File: src/rtl/core_dispatch_pkg.sv
// rtl/core_dispatch_pkg.sv - shared types and defaults for the core dispatch controller
package core_dispatch_pkg;

    // Dispatch sequencer states
    typedef enum logic [1:0] {
        IDLE   = 2'd0,
        LAUNCH = 2'd1,
        RUN    = 2'd2,
        DONE   = 2'd3
    } state_t;

    localparam int DEF_TIMEOUT = 50000;
    localparam int DEF_CNT_W   = 16;

endpackage

File: src/rtl/core_dispatch_ctrl_edge.sv
// rtl/core_dispatch_ctrl_edge.sv - single-bit rising-edge detector
module edge_rise_det (
    input  logic clk,
    input  logic reset,
    input  logic d,
    output logic rise
);

    logic d_q;

    // History register; cleared by reset so a level held through reset reads as a new edge
    always_ff @(posedge clk) begin
        if (reset) begin
            d_q <= 1'b0;
        end else begin
            d_q <= d;
        end
    end

    assign rise = d & ~d_q;

endmodule

File: src/rtl/core_dispatch_ctrl.sv
// rtl/core_dispatch_ctrl.sv - launches enabled cores, tracks completion with timeout, raises sticky interrupt
module core_dispatch_ctrl
    import core_dispatch_pkg::*;
#(
    parameter int CORE_NUM = 4,
    parameter int TIMEOUT  = DEF_TIMEOUT,
    parameter int CNT_W    = DEF_CNT_W
) (
    input  logic                clk,
    input  logic                reset,
    input  logic                start,
    input  logic                clear,
    input  logic [CORE_NUM-1:0] core_en,
    input  logic [CORE_NUM-1:0] core_done,
    output logic [CORE_NUM-1:0] core_start,
    output logic                busy,
    output logic                interrupt,
    output logic [CORE_NUM-1:0] core_fault,
    output logic [CNT_W-1:0]    cycle_count
);

    localparam logic [CNT_W-1:0] TMO_LAST  = CNT_W'(TIMEOUT - 1);
    localparam logic [CNT_W-1:0] CNT_MAX   = {CNT_W{1'b1}};
    localparam logic [CNT_W-1:0] CNT_ONE   = {{(CNT_W-1){1'b0}}, 1'b1};

    state_t              state;
    state_t              state_n;
    logic                start_rise;
    logic                clear_rise;
    logic [CORE_NUM-1:0] mask;
    logic [CORE_NUM-1:0] seen;
    logic [CORE_NUM-1:0] seen_n;
    logic [CNT_W-1:0]    tmo_cnt;
    logic                all_done;
    logic                timeout_hit;

    edge_rise_det u_start_edge (
        .clk   (clk),
        .reset (reset),
        .d     (start),
        .rise  (start_rise)
    );

    edge_rise_det u_clear_edge (
        .clk   (clk),
        .reset (reset),
        .d     (clear),
        .rise  (clear_rise)
    );

    // Completion view including this cycle's done inputs, so a last-cycle done is never faulted
    assign seen_n      = seen | (core_done & mask);
    assign all_done    = (seen_n == mask);
    assign timeout_hit = (tmo_cnt == TMO_LAST);
    assign busy        = (state != IDLE);

    // State register
    always_ff @(posedge clk) begin
        if (reset) begin
            state <= IDLE;
        end else begin
            state <= state_n;
        end
    end

    // Next-state decode; an empty enable mask skips straight to DONE
    always_comb begin
        state_n = state;
        case (state)
            IDLE: begin
                if (start_rise) begin
                    state_n = (core_en != '0) ? LAUNCH : DONE;
                end
            end
            LAUNCH: state_n = RUN;
            RUN: begin
                if (all_done || timeout_hit) begin
                    state_n = DONE;
                end
            end
            DONE:    state_n = IDLE;
            default: state_n = IDLE;
        endcase
    end

    // Job datapath: mask latch, completion tracking, counters, launch pulse, fault and interrupt
    always_ff @(posedge clk) begin
        if (reset) begin
            mask        <= '0;
            seen        <= '0;
            tmo_cnt     <= '0;
            core_start  <= '0;
            interrupt   <= 1'b0;
            core_fault  <= '0;
            cycle_count <= '0;
        end else begin
            core_start <= '0;

            // Setting from DONE outranks an acknowledge arriving in the same cycle
            if (state == DONE) begin
                interrupt <= 1'b1;
            end else if (clear_rise) begin
                interrupt <= 1'b0;
            end

            case (state)
                IDLE: begin
                    if (start_rise) begin
                        mask        <= core_en;
                        seen        <= '0;
                        core_fault  <= '0;
                        cycle_count <= '0;
                        core_start  <= core_en;
                    end
                end
                LAUNCH: begin
                    seen        <= seen_n;
                    tmo_cnt     <= '0;
                    cycle_count <= CNT_ONE;
                end
                RUN: begin
                    seen    <= seen_n;
                    tmo_cnt <= tmo_cnt + 1'b1;
                    if (cycle_count != CNT_MAX) begin
                        cycle_count <= cycle_count + 1'b1;
                    end
                    if (!all_done && timeout_hit) begin
                        core_fault <= mask & ~seen_n;
                    end
                end
                default: begin
                end
            endcase
        end
    end

endmodule

File: config.mk
export PLATFORM = sky130hd
export DESIGN_NAME = core_dispatch_ctrl
export DESIGN_NICKNAME = d
export VERILOG_FILES = /design/src/rtl/core_dispatch_pkg.sv /design/src/rtl/core_dispatch_ctrl_edge.sv /design/src/rtl/core_dispatch_ctrl.sv
export SDC_FILE = /design/constraint.sdc
export NUM_CORES = 1
export LEC_CHECK = 0
export CORE_ASPECT_RATIO = 0.9
export CORE_MARGIN = 2
export CORE_UTILIZATION = 48
export DETAILED_ROUTE_END_ITERATION = 10
export PLACE_DENSITY = 0.75
export SYNTH_ARGS = -nofsm -noshare
export SYNTH_HDL_FRONTEND = slang
export SYNTH_SLANG_ARGS = --single-unit
File: constraint.sdc
create_clock -name clk -period 1.8 [get_ports clk]
set_input_delay 0.27 -clock clk [delete_from_list [all_inputs] [get_ports clk]]
set_output_delay 0.27 -clock clk [all_outputs]
set_load 0.05 [all_outputs]
==> results of run 1 <==
placed cells by master (no fill, tap or decap), types with 2 or more instances in the layout:
master | synthesis | routed
sky130_fd_sc_hd__a21oi_1 | 24 | 23
sky130_fd_sc_hd__buf_4 | 1 | 37
sky130_fd_sc_hd__clkbuf_8 | 0 | 6
sky130_fd_sc_hd__a211oi_1 | 3 | 3
sky130_fd_sc_hd__a2bb2oi_1 | 4 | 4
sky130_fd_sc_hd__o21ai_1 | 1 | 13
sky130_fd_sc_hd__and2_1 | 6 | 5
sky130_fd_sc_hd__nand3_1 | 21 | 21
sky130_fd_sc_hd__and3b_1 | 2 | 2
sky130_fd_sc_hd__inv_2 | 0 | 2
sky130_fd_sc_hd__dlymetal6s2s_1 | 0 | 4
sky130_fd_sc_hd__nor2_1 | 32 | 31
sky130_fd_sc_hd__a31oi_1 | 7 | 7
sky130_fd_sc_hd__a41oi_1 | 2 | 2
sky130_fd_sc_hd__clkdlybuf4s50_1 | 0 | 23
sky130_fd_sc_hd__o31ai_1 | 2 | 2
sky130_fd_sc_hd__a21oi_4 | 1 | 2
sky130_fd_sc_hd__dfxtp_2 | 0 | 15
sky130_fd_sc_hd__nor2b_1 | 2 | 2
sky130_fd_sc_hd__nor3_1 | 5 | 5
sky130_fd_sc_hd__nand4_1 | 20 | 20
sky130_fd_sc_hd__nand2_1 | 26 | 25
sky130_fd_sc_hd__nor4b_1 | 2 | 2
sky130_fd_sc_hd__ha_1 | 11 | 8
sky130_fd_sc_hd__or3_1 | 2 | 2
sky130_fd_sc_hd__dfxtp_4 | 0 | 3
sky130_fd_sc_hd__nor4_1 | 2 | 2
sky130_fd_sc_hd__xor2_1 | 11 | 11
sky130_fd_sc_hd__and3_1 | 3 | 3
sky130_fd_sc_hd__and4_1 | 2 | 2
sky130_fd_sc_hd__dfxtp_1 | 53 | 35
sky130_fd_sc_hd__ha_4 | 0 | 3
sky130_fd_sc_hd__o21ai_0 | 21 | 8
sky130_fd_sc_hd__nand2b_1 | 3 | 3
sky130_fd_sc_hd__nand2_2 | 1 | 2
sky130_fd_sc_hd__inv_1 | 11 | 8
layer usage:
| metal | GRT usage, % | wire [um] |
|---|---|---|
| met5 | 0 | 0 |
| met4 | 6.03 | 65 |
| met3 | 3.84 | 270 |
| met2 | 32.7 | 2590 |
| met1 | 31.2 | 2890 |
cell families after synthesis:
kind of cell               synth area share, %
AOI/OAI and AO/OA                         16.8
and+or+nand+nor                           27.4
xor gates and xnor gates                  4.18
DFF                                       42.2
adders and majority gates                 5.47
buffers and inverters                     3.58
muxes                                    0.398
worst max path at each step:
stage | slack (ps) | cells past startpoint | from | to
finish | 40 | 1 | cycle_count[4] | cycle_count[4]
global route | -50 | 6 | cycle_count[1] | cycle_count[8]
CTS | -2 | 8 | state[1] | cycle_count[7]
detailed placement | -130 | 7 | start | cycle_count[7]
global placement | -70 | 7 | start | cycle_count[13]
floorplan | 10 | 9 | state[0] | cycle_count[3]
registers in the layout, indices dropped and copies added (netlist names):
| name | flops |
|---|---|
| u_clear_edge.d_q | 1 |
| seen | 4 |
| core_start | 4 |
| mask | 4 |
| state | 2 |
| interrupt | 1 |
| tmo_cnt | 16 |
| u_start_edge.d_q | 1 |
| core_fault | 4 |
| cycle_count | 16 |
per-stage QoR:
step	hold WS (ps)	util (%)	std cells
2_1_floorplan	392	-	303
3_3_place_gp	460	63.7	419
3_5_place_dp	458	63.7	419
4_1_cts	477	66.0	427
5_1_grt	500	67.5	432
6_report	475	67.5	432
area by class of cell:
class | count | share of cell area (%)
Clock buffer | 6 | 2.47
Clock inverter | 1 | 0.224
Inverter | 11 | 1.31
Multi-Input combinational cell | 229 | 43.1
Sequential cell | 53 | 32.6
Tap cell | 65 | 2.43
Timing Repair Buffer | 67 | 17.9
timing repair:
action | 4_1_cts | 5_1_grt
endpoints found under the setup margin | 12 | 19
gates resized for setup | 5 | 23
cloned | 1 | 0
setup buffers | 0 | 5
pin swaps | 2 | 11
power by group:
group | internal, mW | total, mW | switching (mW)
clock | 0.305 | 0.682 | 0.378
combinational | 0.638 | 1.53 | 0.896
sequential | 1.25 | 1.30 | 0.0514
==> run summary, run 1 <==
The flow ran to the end, and the final reports show no timing, DRC or antenna violations. The fraction of registers with async set/reset came out at 0%. TritonCTS built the clock tree.

The tools report the antenna diode count as 0. The die height came out at 72.7 um. Setup violations remaining at the end of the flow were counted as 0. In this run, distinct cell masters in the synthesized netlist total 45. For the number of buffers added by the clock tree synthesis step, the log shows 5. Measured along the x axis, the die boundary spans 80.3 um. The final setup skew came out at 6.77 ps.

The tools report the setup slack of the most critical reg-to-reg path as 40 ps. The top fanout value on the critical path is 5, and the residual overflow from global routing is 0. The worst min-delay path endpoint is core_fault[1]. The count of final hold-check violations was 0; the worst IR drop on VDD was 670 uV. The critical path launch point type was a flip-flop. Summing all placed instances gives a cell area of 3160 um^2.

On the critical path the largest part of the delay comes from buffers and inverters. Setup repair after global routing could not meet its margin everywhere. The tools report the multi-input combinational cell area as 1440 um^2. The via total after detailed routing was 2358. The synthesized design spends more area on one cell type than any other, namely sky130_fd_sc_hd__dfxtp_1. OpenSTA, run right after detailed placement, puts the worst setup slack at -126 ps. For this design, the slowest cell found on the critical path is sky130_fd_sc_hd__clkdlybuf4s50_1. Clock-pin transition on the worst setup and hold timing paths: 90 ps. The average instance in the mapped netlist occupies 8.30 um^2.

Counting along the longest clock path gives a buffer depth of 2. For this run, the top clock speed supported by timing is 569 MHz. The number of buffers added to fix hold violations after cts is 0. Entering global routing, the biggest net connects 29 pins. The detailed-route vias per instance is 5.46. The initial antenna violation count is 0, and the proportion of synthesized chip area in sequential cells is 42.2%. During synthesis, Yosys emitted a total of 0 warnings. The time the final worst path needs with I/O delays and setup works out to 1760 ps. Summed over all cells, the static leakage comes to 1.31 nW. The finished cells cover 3340 um^2.

Before antenna repair, the detailed router went through 4 iterations. The worst hold path belongs to the class flip-flop to flip-flop. The final weighted congestion in routability-driven placement came out at 0.874.

The logs give 2229 for the via count of the first global-routing pass and 9970 um for the wire length of the first global-routing pass. Adding up every negative setup slack in the final design gives 0 ps. At the pin with the least slew margin, the transition time is 530 ps.

The run gives 326 as the synthesized net count. In the routed design, unresolved DRC markers number 0. For the data arrival time at the worst-slack endpoint, the log shows 1490 ps. Summing all flip-flop and latch instances after layout gives 1090 um^2. Minimum setup slack in the final design: 43.2 ps. CTS saw 53 sinks.

The share of layout cells above drive strength 1 was 22.1%. The effective utilization at floorplan was 50.8%; the cell count of the worst reg-to-reg path was 6. The total half-perimeter wirelength after legalization and detailed placement was 4250 um; the total global routing track utilization was 21.4%. In this run the power density over the cells is 1050 nW/um^2. Clock latency on the worst-skew pair, taken at its later pin, is 310 ps. Power comes to 3.52 mW. The worst register-to-register path begins at cycle_count[1]. Most frequently used flop master after synthesis: sky130_fd_sc_hd__dfxtp_1.

The die covers 5840 um^2. For this run, the slowest stage of the critical path takes 810 ps. After the last flow step, the layout net total stands at 390.

The total I/O pin count is 38. The tools report the buffer type at the clock tree root as sky130_fd_sc_hd__clkbuf_8. The worst reg2reg path endpoint is cycle_count[15].

The number of H-tree levels was 2. By instance count, the leading cell after synthesis is sky130_fd_sc_hd__dfxtp_1. The routed length per placed instance works out to 13.5 um. The worst pin sits at a relative slew slack of 64.6%.

The number of nets with antenna violations after routing was 0. By startpoint and endpoint, the worst setup path is classified as flip-flop to primary output. Dividing the final minimum period by the clock period gives 97.6%. The worst hold path passes through 2 cells. After the first detailed-routing iteration, the DRC count stood at 189. From synthesis to final layout, the design area changed by 33.0%. Synthesis handed over a netlist of 303 instances. The startpoint identified for the worst hold timing path is core_fault[1]. Traced cell by cell, the critical path runs through clkdlybuf4s50_1. STA puts the critical path data required time at 1530 ps. The final count of pins violating max slew was 0. The sum of buffers and inverters on the critical path is 1. The proportion of netlist area held by the largest area contributor was 42.2%; the standard cell core area was 4950 um^2. Across the run, the number of max-cap violations was 0.

Counting instances in the post-synthesis netlist gives the leading cell types as sky130_fd_sc_hd__dfxtp_1 (53), sky130_fd_sc_hd__nor2_1 (32), sky130_fd_sc_hd__nand2_1 (26). Buffers placed on the I/O ports in this run total 37. Total of fill cells in the finished design: 427.

By area the synthesized netlist is led by sky130_fd_sc_hd__dfxtp_1 (42%), sky130_fd_sc_hd__ha_1 (5.5%), sky130_fd_sc_hd__nand4_1 (5.0%), sky130_fd_sc_hd__a21oi_1 (4.8%), sky130_fd_sc_hd__nor2_1 (4.8%). The worst setup path is captured at a primary output. For this block, the routed nets add up to 5820 um of wire. The cell area after synthesis is 2510 um^2. The number of enable-type register cells in the synthesized netlist is 0.

After floorplanning, the core was divided into 24 placement rows. In this run, synthesis produced a sequential element count of 53.
(Power assumes the default switching activity.)
==> inputs of run 2 (changes only) <==
--- a/config.mk
+++ b/config.mk
@@ -7,9 +7,10 @@
 export LEC_CHECK = 0
 export CORE_ASPECT_RATIO = 0.9
 export CORE_MARGIN = 2
-export CORE_UTILIZATION = 48
+export CORE_UTILIZATION = 49
 export DETAILED_ROUTE_END_ITERATION = 10
-export PLACE_DENSITY = 0.75
+export PLACE_DENSITY = 0.76
 export SYNTH_ARGS = -nofsm -noshare
 export SYNTH_HDL_FRONTEND = slang
+export SYNTH_HIERARCHICAL = 1
 export SYNTH_SLANG_ARGS = --single-unit
==> run summary, run 2 <==
The H-tree generated during clock tree synthesis spans 2 levels. The logs give 4500 um for the total half-perimeter wirelength after legalization and detailed placement and 3.91 mW for the overall power. The tools report the total detailed-routing wirelength as 6560 um. The run gives 18 as the pin count of the biggest net entering global routing. Compared with the post-synthesis result, the final layout area differs by 35.8%. The number of antenna diodes in the final layout is 0. The clock passes through at most 2 buffers. In the routed layout, each cell is associated on average with a via count of 5.74. For the pin with the worst max-slew slack, the measured transition is 510 ps. The clock drives 53 sinks.

The run gives 332 as the synthesized net count. The finished layout holds 446 standard cells, fillers aside. Routability-driven placement finished with a final weighted congestion of 0.868. The initial antenna violation count is 0, and the fraction of the mapped netlist area in simple logic gates is 31.4%. Measured along the x axis, the die boundary spans 80.8 um.

The first routing iteration left 182 violations. The clock-pin transition on the worst setup and hold timing paths is 100 ps, and the final setup violation count is 0. The worst min-delay path category is flip-flop to flip-flop. The total I/O pin count was 38. For the via count of the first global-routing pass, the log shows 2297. Derived from the worst setup path, the maximum achievable clock frequency is 571 MHz.

After Yosys synthesis, full adders, half adders and majority gates account for 5.29% of the synthesized area. During synthesis, Yosys emitted a total of 6 warnings. The proportion of netlist area held by the largest area contributor was 40.7%; the cell area after synthesis was 2600 um^2.

In this run the worst path has a maximum fanout of 8. After detailed routing, the number of remaining DRC violations is 0. Routed length per placed instance: 14.7 um.

STA puts the critical path data arrival time at 2010 ps. TritonCTS built the clock tree. The share of cell area taken by muxes after synthesis works out to 0.817%. The post-route netlist has 25.9% of its cells at a drive strength greater than 1.

In this run, placement finished with an instance count of 433. In the synthesized netlist, the cells that appear most often are sky130_fd_sc_hd__dfxtp_1 (53), sky130_fd_sc_hd__a21oi_1 (31), sky130_fd_sc_hd__nor2_1 (30). After layout, the minimum clock period comes to 1750 ps.

By area the synthesized netlist is led by sky130_fd_sc_hd__dfxtp_1 (41%), sky130_fd_sc_hd__a21oi_1 (6.0%), sky130_fd_sc_hd__ha_1 (5.3%), sky130_fd_sc_hd__nor2_1 (4.3%), sky130_fd_sc_hd__nand2_1 (4.2%). In this run the tightest slew margin relative to its limit is 65.9%. After layout, the worst setup slack is 47.5 ps.

Dividing the synthesized area by the synthesized cell count gives 8.43 um^2. Yosys instantiated no cell more often than sky130_fd_sc_hd__dfxtp_1. sky130_fd_sc_hd__dfxtp_1 takes more of the synthesized area than any other cell. The compound-gate portion of the synthesized area was 15.9%. For the count of final hold-check violations, the log shows 0.

Setup repair after global routing could not meet its margin everywhere. The site row count was 25; the post-placement setup slack was -248 ps. The first global-routing pass estimated 10400 um of wire. The total global routing track utilization came out at 22.6%. Clock tree synthesis inserted a total of 5 buffers.

The effective utilization at floorplan is 50.1%, and the standard cell core area is 5190 um^2. The number of max-capacitance violations reported was 0; the number of unique standard cell types used by synthesis was 47. Number of enable-type register cells in the synthesized netlist: 0. Of all flip-flops after synthesis, the portion carrying an async set or reset was 0%.

The area of the die is 5910 um^2, and the count of nets after finishing is 401. Input and output buffers added on the ports amount to 37. The data required time at the worst endpoint is 2050 ps.

The critical path launch point type is a flip-flop. On the final layout, the worst clock skew is 4.26 ps. The synthesized-area fraction occupied by xor and xnor cells was 3.36%; the part of the cycle the worst path needs was 97.4%.

The most common cell after layout, fill and taps aside was sky130_fd_sc_hd__buf_4. The flow ran to the end, and the final reports show no timing, DRC or antenna violations. In the layout the commonest cells are sky130_fd_sc_hd__buf_4 (43), sky130_fd_sc_hd__dfxtp_1 (40), sky130_fd_sc_hd__nor2_1 (29). STA classifies the critical path endpoint as a flip-flop. The logs give 309 for the post-synthesis instance total and 0 for the residual overflow from global routing.

The die height was 73.2 um; the final count of pins violating max slew was 0. The number of nets with antenna violations after routing was 0. Post-synthesis register bit count: 53. The critical path is of the flip-flop to flip-flop type.

Summed over all cells, the static leakage comes to 1.49 nW. The buffer type at the clock tree root is sky130_fd_sc_hd__clkbuf_8. The first TritonRoute pass finished after 5 iterations.

The worst IR drop on VDD came out at 1150 uV. The most frequently used flop master after synthesis was sky130_fd_sc_hd__dfxtp_1. Dividing total power by cell area gives a power density of 1110 nW/um^2.

The insertion delay of the later-clocked pin in the worst-skew pair is 320 ps, and the proportion of synthesized chip area in sequential cells is 40.7%. The largest registers in the layout are cycle_count (16), tmo_cnt (16). The via total after detailed routing came out at 2562. By area, the combinational part of the netlist is dominated by simple AND/OR/NAND/NOR gates.
## run 2: cell types whose count changed in the layout (fill, tap and decap cells not counted), moves of 6 or more
cell / change
sky130_fd_sc_hd__o21ai_1: -10
sky130_fd_sc_hd__buf_4: +6
sky130_fd_sc_hd__nand4_1: -14
sky130_fd_sc_hd__and3_1: +10
## run 2: kinds of logic after synthesis
| kind of cell | after synthesis |
|---|---|
| AND/OR/NAND/NOR | 148 |
| AO/OA/AOI/OAI | 68 |
| multiplexers | 2 |
| adder cells (fa/ha/maj) | 11 |
| XOR/XNOR | 10 |
| buffers and inverters | 17 |
| flip-flops | 53 |
## run 2: critical path, cell delays in order, from the launching register on
cell,delay (ps)
sky130_fd_sc_hd__dfxtp_2,410
sky130_fd_sc_hd__and4_1,340
sky130_fd_sc_hd__and2_1,240
sky130_fd_sc_hd__nand2_1,70
sky130_fd_sc_hd__or4_1,490
sky130_fd_sc_hd__a21oi_1,140
## run 2: repair_timing
action                                 in CTS  in global routing
endpoints found under the hold margin       0                  0
pin swaps                                   0                 11
buffers inserted                            0                  5
setup endpoints to repair                   5                 28
resized for setup                           5                 34
hold buffers                                0                  0
## run 2: routing by layer
metal	track usage, %	wire length, um	vias to the layer above
li1	-	-	1265
met1	29.6	2890	1171
met2	36.0	3100	114
met3	5.45	469	12
met4	8.47	107	0
met5	0	0	-
## run 2: per-stage QoR
step / area, um^2 / utilization [%] / setup TNS [ps] / hold WS [ps]
5_1_grt: 3540 / 68.1 / -123 / 518
3_5_place_dp: 3260 / 62.9 / -3510 / 465
6_report: 3540 / 68.1 / 0 / 478
3_3_place_gp: 3260 / 62.9 / -3060 / 457
4_1_cts: 3380 / 65.1 / 0 / 480
2_1_floorplan: 2640 / - / 0 / 334
## run 2: worst paths after layout
path / start / endpoint / slack (ps) / cells past startpoint
max: cycle_count[7] / cycle_count[15] / 50 / 5
min: core_fault[1] / core_fault[1] / 480 / 2
min reg2reg: core_fault[1] / core_fault[1] / 480 / 2
max reg2reg: cycle_count[7] / cycle_count[15] / 50 / 5
## run 2: report_power, final
| group | internal, mW | switching (mW) | total [mW] |
|---|---|---|---|
| clock network | 0.361 | 0.411 | 0.772 |
| registers | 1.26 | 0.0719 | 1.33 |
| logic | 0.833 | 0.975 | 1.81 |
| total | 2.45 | 1.46 | 3.91 |
## run 2: final cells by class
class | count | area (um^2)
Fill cell | 426 | 1660
Multi-Input combinational cell | 239 | 1590
Clock inverter | 2 | 16.3
Tap cell | 67 | 83.8
Timing Repair Buffer | 72 | 637
Sequential cell | 53 | 1080
Inverter | 7 | 31.3
Clock buffer | 6 | 93.8
==> inputs of run 3 (changes only) <==
--- a/config.mk
+++ b/config.mk
@@ -7,9 +7,11 @@
 export LEC_CHECK = 0
 export CORE_ASPECT_RATIO = 0.9
 export CORE_MARGIN = 2
-export CORE_UTILIZATION = 49
+export CORE_UTILIZATION = 50
+export CTS_BUF_LIST = sky130_fd_sc_hd__clkbuf_8
 export DETAILED_ROUTE_END_ITERATION = 10
-export PLACE_DENSITY = 0.76
+export GPL_ROUTABILITY_DRIVEN = 0
+export PLACE_DENSITY = 0.77
 export SYNTH_ARGS = -nofsm -noshare
 export SYNTH_HDL_FRONTEND = slang
 export SYNTH_HIERARCHICAL = 1
==> run summary, run 3 (synthesis results as in run 2) <==
The run finished with clean final reports. Including well taps, the total number of placed cells is 436. Detailed-route vias per instance: 5.76. Clock-pin slew was measured on the worst setup and hold paths at 100 ps. The area of the die came out at 5800 um^2.

The number of antenna diodes in the final layout is 0. TritonCTS built the clock tree. The largest registers in the layout are cycle_count (16), tmo_cnt (16). For this design, the slowest cell found on the critical path is sky130_fd_sc_hd__or4_1.

After the first detailed-routing iteration, the DRC count stood at 180. In this run, post-CTS hold repair placed 0 buffers. Cells with a size suffix above 1 make up 25.9% of the layout. The clock drives 53 sinks. The floorplan step set the die width to 80.1 um. For this run, the top clock speed supported by timing is 564 MHz. The signal on the critical path passes through inv_2 -> ha_4 -> nand2_4 -> nor3_4 -> o21ai_2 -> or4_1 -> a21oi_2. The time the final worst path needs with I/O delays and setup came out at 1770 ps.

The via count of the first global-routing pass came out at 2412. The final standard cell utilization of the core was 72.3%. The site row count came out at 24.

The tools report the initial antenna violation count as 0. Setup repair after global routing could not meet its margin everywhere. The run gives 0 as the number of nets with antenna violations after routing. Entering global routing, the biggest net connects 19 pins. The first global-routing pass estimated 10800 um of wire.

The critical path launch point type is a flip-flop. The total global routing track utilization is 23.5%. In the final timing run, aggregate negative setup slack is 0 ps. The library cell used most frequently in the layout, excluding fill and tap cells, is sky130_fd_sc_hd__buf_4. On the worst path, the slowest cell contributes a delay of 510 ps. The final count of pins violating max slew came out at 0. Measured against its own limit, the worst slew margin works out to 65.5%.

The die is 72.5 um tall. In the routed design, unresolved DRC markers number 0. Effective utilization at floorplan: 52.9%. The total detailed-routing wirelength came out at 6660 um.

The root buffer cell chosen for the clock tree is sky130_fd_sc_hd__clkbuf_8. The standard cell core area is 4920 um^2. The clock tree buffer depth was 2; the total half-perimeter wirelength after legalization and detailed placement was 4810 um. Number of buffers added by the clock tree synthesis step: 5. The first-pass detailed-route iteration total is 4.

The final layout contains 408 nets. The part of the cycle the worst path needs works out to 98.5%. Summed over all layers, the global routing overflow is 0. For the number of max-capacitance violations reported, the log shows 0.

The worst setup path is of the flip-flop to flip-flop kind. STA classifies the critical path endpoint as a flip-flop. The logs give 394 for the total of fill cells in the finished design and 12.0 ps for the final setup skew. The static leakage power was 1.47 nW; the growth of design area from synthesis to finish was 36.8%. The worst min-delay path category was flip-flop to flip-flop. For the pin with the worst max-slew slack, the measured transition is 516 ps. In the layout the commonest cells are sky130_fd_sc_hd__buf_4 (51), sky130_fd_sc_hd__dfxtp_1 (40), sky130_fd_sc_hd__a21oi_1 (30), sky130_fd_sc_hd__nor2_1 (30), sky130_fd_sc_hd__nand2_1 (28). For the worst setup path, the data required time is 2050 ps.

The data arrival time at the worst-slack endpoint is 2020 ps, and the via total after detailed routing is 2597. The count of final hold-check violations was 0; the top fanout value on the critical path was 7. The H-tree generated during clock tree synthesis spans 2 levels. VDD sags by at most 1190 uV.

The later pin in the worst-skew pair is clocked with a latency of 310 ps. After detailed routing, the average wire length per cell comes to 14.8 um. For this design the top-level I/O count stands at 38.

The ratio of total power to cell area works out to 1140 nW/um^2. The count of non-filler cells in the finished layout was 451; the count of port buffers added during placement was 37. The final setup violation count came out at 0.
[run 3: power breakdown]
part | leakage, nW | total [mW] | switching (mW) | internal [mW]
clock network | 0.0599 | 0.805 | 0.390 | 0.415
registers | 0.436 | 1.32 | 0.0626 | 1.26
logic | 0.970 | 1.93 | 1.03 | 0.902
[run 3: repair_timing]
action / CTS / global route
pin swaps: 0 / 6
gates resized for setup: 4 / 21
setup endpoints to repair: 4 / 23
setup buffers: 1 / 6
[run 3: path summary, 6_finish.rpt]
path | start | endpoint | slack, ps | cells past startpoint
worst max-delay path | state[0] | cycle_count[15] | 30 | 7
worst max register to register | state[0] | cycle_count[15] | 30 | 7
worst min-delay path | core_fault[1] | core_fault[1] | 470 | 2
worst min register to register | core_fault[1] | core_fault[1] | 470 | 2
[run 3: worst max-delay path: cells and delay by family, from the launching register on]
family                   cells  cell delay (ps)
AND/OR/NAND/NOR              3              740
AO/OA/AOI/OAI                2              200
flip-flops                   1              380
buffers and inverters        1               70
adder cells (fa/ha/maj)      1              320
[run 3: area by class of cell]
cell class / instances / area [um^2] / area share [%]
multi-input cells: 239 / 1580 / 44.3
repair buffers: 79 / 678 / 19.0
clock inverters: 3 / 42.5 / 1.19
inverters: 7 / 26.3 / 0.738
flip-flops and latches: 53 / 1080 / 30.5
well taps: 65 / 81.3 / 2.28
clock buffers: 5 / 68.8 / 1.93
[run 3: stage by stage]
stage / hold WS [ps] / setup WS (ps) / total power, mW / instance area, um^2
2_1_floorplan: 334 / 11.6 / 2.27 / 2640
3_3_place_gp: 455 / -189 / 2.95 / 3300
3_5_place_dp: 459 / -248 / 2.97 / 3300
4_1_cts: 474 / 2.96 / 3.82 / 3420
5_1_grt: 497 / -63.2 / 4.28 / 3560
6_report: 469 / 27.1 / 4.05 / 3560
[run 3: per-layer routing]
metal / GRT usage (%) / wire length (um) / vias to the layer above / share of wire, %
li1: - / - / 1277 / -
met1: 31.1 / 3000 / 1220 / 45
met5: 0 / 0 / - / 0
met4: 8.29 / 104 / 0 / 1.6
met2: 38.4 / 3130 / 90 / 47
met3: 4.60 / 426 / 10 / 6.4
==> RTL change, RTL diff (flow settings as in run 3) <==
Register the inputs `start`, `clear`, `core_en` and `core_done` before use, without a reset. The logic sees them one clock later.
--- a/src/rtl/core_dispatch_ctrl.sv
+++ b/src/rtl/core_dispatch_ctrl.sv
@@ -23,6 +23,18 @@
     localparam logic [CNT_W-1:0] CNT_MAX   = {CNT_W{1'b1}};
     localparam logic [CNT_W-1:0] CNT_ONE   = {{(CNT_W-1){1'b0}}, 1'b1};
 
+    logic start_q;
+    logic clear_q;
+    logic [CORE_NUM-1:0] core_en_q;
+    logic [CORE_NUM-1:0] core_done_q;
+
+    always_ff @(posedge clk) begin
+        start_q     <= start;
+        clear_q     <= clear;
+        core_en_q   <= core_en;
+        core_done_q <= core_done;
+    end
+
     state_t              state;
     state_t              state_n;
     logic                start_rise;
@@ -37,19 +49,19 @@
     edge_rise_det u_start_edge (
         .clk   (clk),
         .reset (reset),
-        .d     (start),
+        .d     (start_q),
         .rise  (start_rise)
     );
 
     edge_rise_det u_clear_edge (
         .clk   (clk),
         .reset (reset),
-        .d     (clear),
+        .d     (clear_q),
         .rise  (clear_rise)
     );
 
     // Completion view including this cycle's done inputs, so a last-cycle done is never faulted
-    assign seen_n      = seen | (core_done & mask);
+    assign seen_n      = seen | (core_done_q & mask);
     assign all_done    = (seen_n == mask);
     assign timeout_hit = (tmo_cnt == TMO_LAST);
     assign busy        = (state != IDLE);
@@ -69,7 +81,7 @@
         case (state)
             IDLE: begin
                 if (start_rise) begin
-                    state_n = (core_en != '0) ? LAUNCH : DONE;
+                    state_n = (core_en_q != '0) ? LAUNCH : DONE;
                 end
             end
             LAUNCH: state_n = RUN;
@@ -106,11 +118,11 @@
             case (state)
                 IDLE: begin
                     if (start_rise) begin
-                        mask        <= core_en;
+                        mask        <= core_en_q;
                         seen        <= '0;
                         core_fault  <= '0;
                         cycle_count <= '0;
-                        core_start  <= core_en;
+                        core_start  <= core_en_q;
                     end
                 end
                 LAUNCH: begin
Check against the original RTL: not equivalent (a bounded check fails within 4 cycles, from zero or initial values and one cycle with reset high).
==> RTL change against run 3 <==
Critical path depth stayed put. Die area grew 6.8%. Hold slack lost 0.10 ns. Cell area grew 4.5%. Total power fell by 0.27%. Count of clock-buffer cells in the layout up 4. Worst setup slack lost 0.069 ns. Highest routed layer unchanged. Synthesized area up 7.2%. Utilization decreased by 2.3 points. Wire length is 4.1% lower. The flow now finishes with violations (negative setup slack). Sequential cell count rose by 10. Final cell count down 1.1%. Sequential share of layout area up 4.2 points.
==> RTL change: results (changes against run 3) <==
* Hold Crit Depth at 1 (-1)
* Worst-Skew Late Latency at 0.34 ns (+0.03 ns)
* Setup TNS at -0.282 ns (-0.282 ns)
* Run status: finished, violations left
* Critical Path Slowest Stage Cell: or4_4
* Fill cells at 420 (+6.6%)
* Worst-path clk slew at 0.07 ns (-0.03 ns)
* Post-Place Cell Area at 3430 um2 (+4.1%)
* CTS-repair resized insts at 2 (-2)
* H-tree depth at 3 (+1)
* Post-layout net count at 397 (-2.7%)
* Share of cells above drive strength 1 at 27.7% (+1.8 points)
* Num CTS Buffers at 9 (+4)
* DRT iter0 DRCs at 183 (+1.7%)
* DR WL/cell at 14.3 um (-3.0%)
* Sequential share of the synthesized area at 45.2% (+4.5 points)
* List of most frequent post-synthesis cells: dfxtp_1, nor2_1, a21oi_1
* Number of global-route vias before repair at 2310 (-4.2%)
* Synth top area cells: dfxtp_1, nor2_1, ha_1
* PD cells at 1090 nW/um2 (-4.6%)
* Slew margin rel. at 66.5% (+0.95 points)
* Setup ws final at -0.0422 ns (-0.0693 ns)
* Failing checks: negative setup slack
* Pre-CTS setup slack at -0.0293 ns (+0.219 ns)
* Peak supply drop at 859 uV (-28%)
* Clock Skew at 0.0102 ns (-0.00179 ns)
* Finish-stage setup viols at 12 (+12)
* Cell count after placement at 427 (-2.1%)
* Syn Inst Count at 312 (+0.97%)
[RTL change: changes by cell type after synthesis, sizes merged, moves of 3 or more]
cell / run 3 / this run
nor3: 10 / 7
nand2: 30 / 22
a211oi: 1 / 4
nand4: 8 / 11
or3: 7 / 2
dfxtp: 53 / 63
and3: 13 / 3
and2: 3 / 6
nor2: 31 / 37
a22oi: 0 / 4
or3b: 0 / 3
or2: 1 / 6
xor2: 7 / 11
nand3: 21 / 15
[RTL change: cell families after synthesis]
group,count (synthesis),synth area share [%]
mux,1,0.359
simple gates,134,26.8
flops,63,45.2
buf+inv,19,2.83
xor+xnor,14,4.39
compound gates,70,15.5
fa+ha+maj,11,4.93
[RTL change: layout make-up]
cell class / instances / area share [%]
sequential: 63 / 34.6
tap: 67 / 2.25
multi-input combinational: 230 / 41.6
clock inverter: 7 / 1.95
timing repair buffer: 63 / 15.5
inverter: 7 / 0.706
clock buffer: 9 / 3.33
[RTL change: path summary, 6_finish.rpt]
kind | start | end | slack (ns)
min reg2reg | start_q | u_start_edge/d_q | 0.47
min | core_en[3] | core_en_q[3] | 0.36
max | cycle_count[1] | cycle_count[11] | -0.04
max reg2reg | cycle_count[1] | cycle_count[11] | -0.04
[RTL change: layer usage]
layer | GRT usage (%) | share of wire (%) | vias to the layer above
li1 | - | - | 1234
met1 | 30.1 | 47 | 1141
met2 | 32.3 | 45 | 88
met3 | 8.27 | 6.6 | 10
met4 | 10.2 | 1.4 | 0
met5 | 0 | 0 | -
[RTL change: report_power, final]
part / leakage, uW / internal [uW] / switching (uW) / total [uW]
sequential: 0.000521 / 1470 / 57.2 / 1530
combinational: 0.000877 / 533 / 773 / 1310
clock: 0.000101 / 640 / 566 / 1210
total: 0.00150 / 2650 / 1400 / 4040
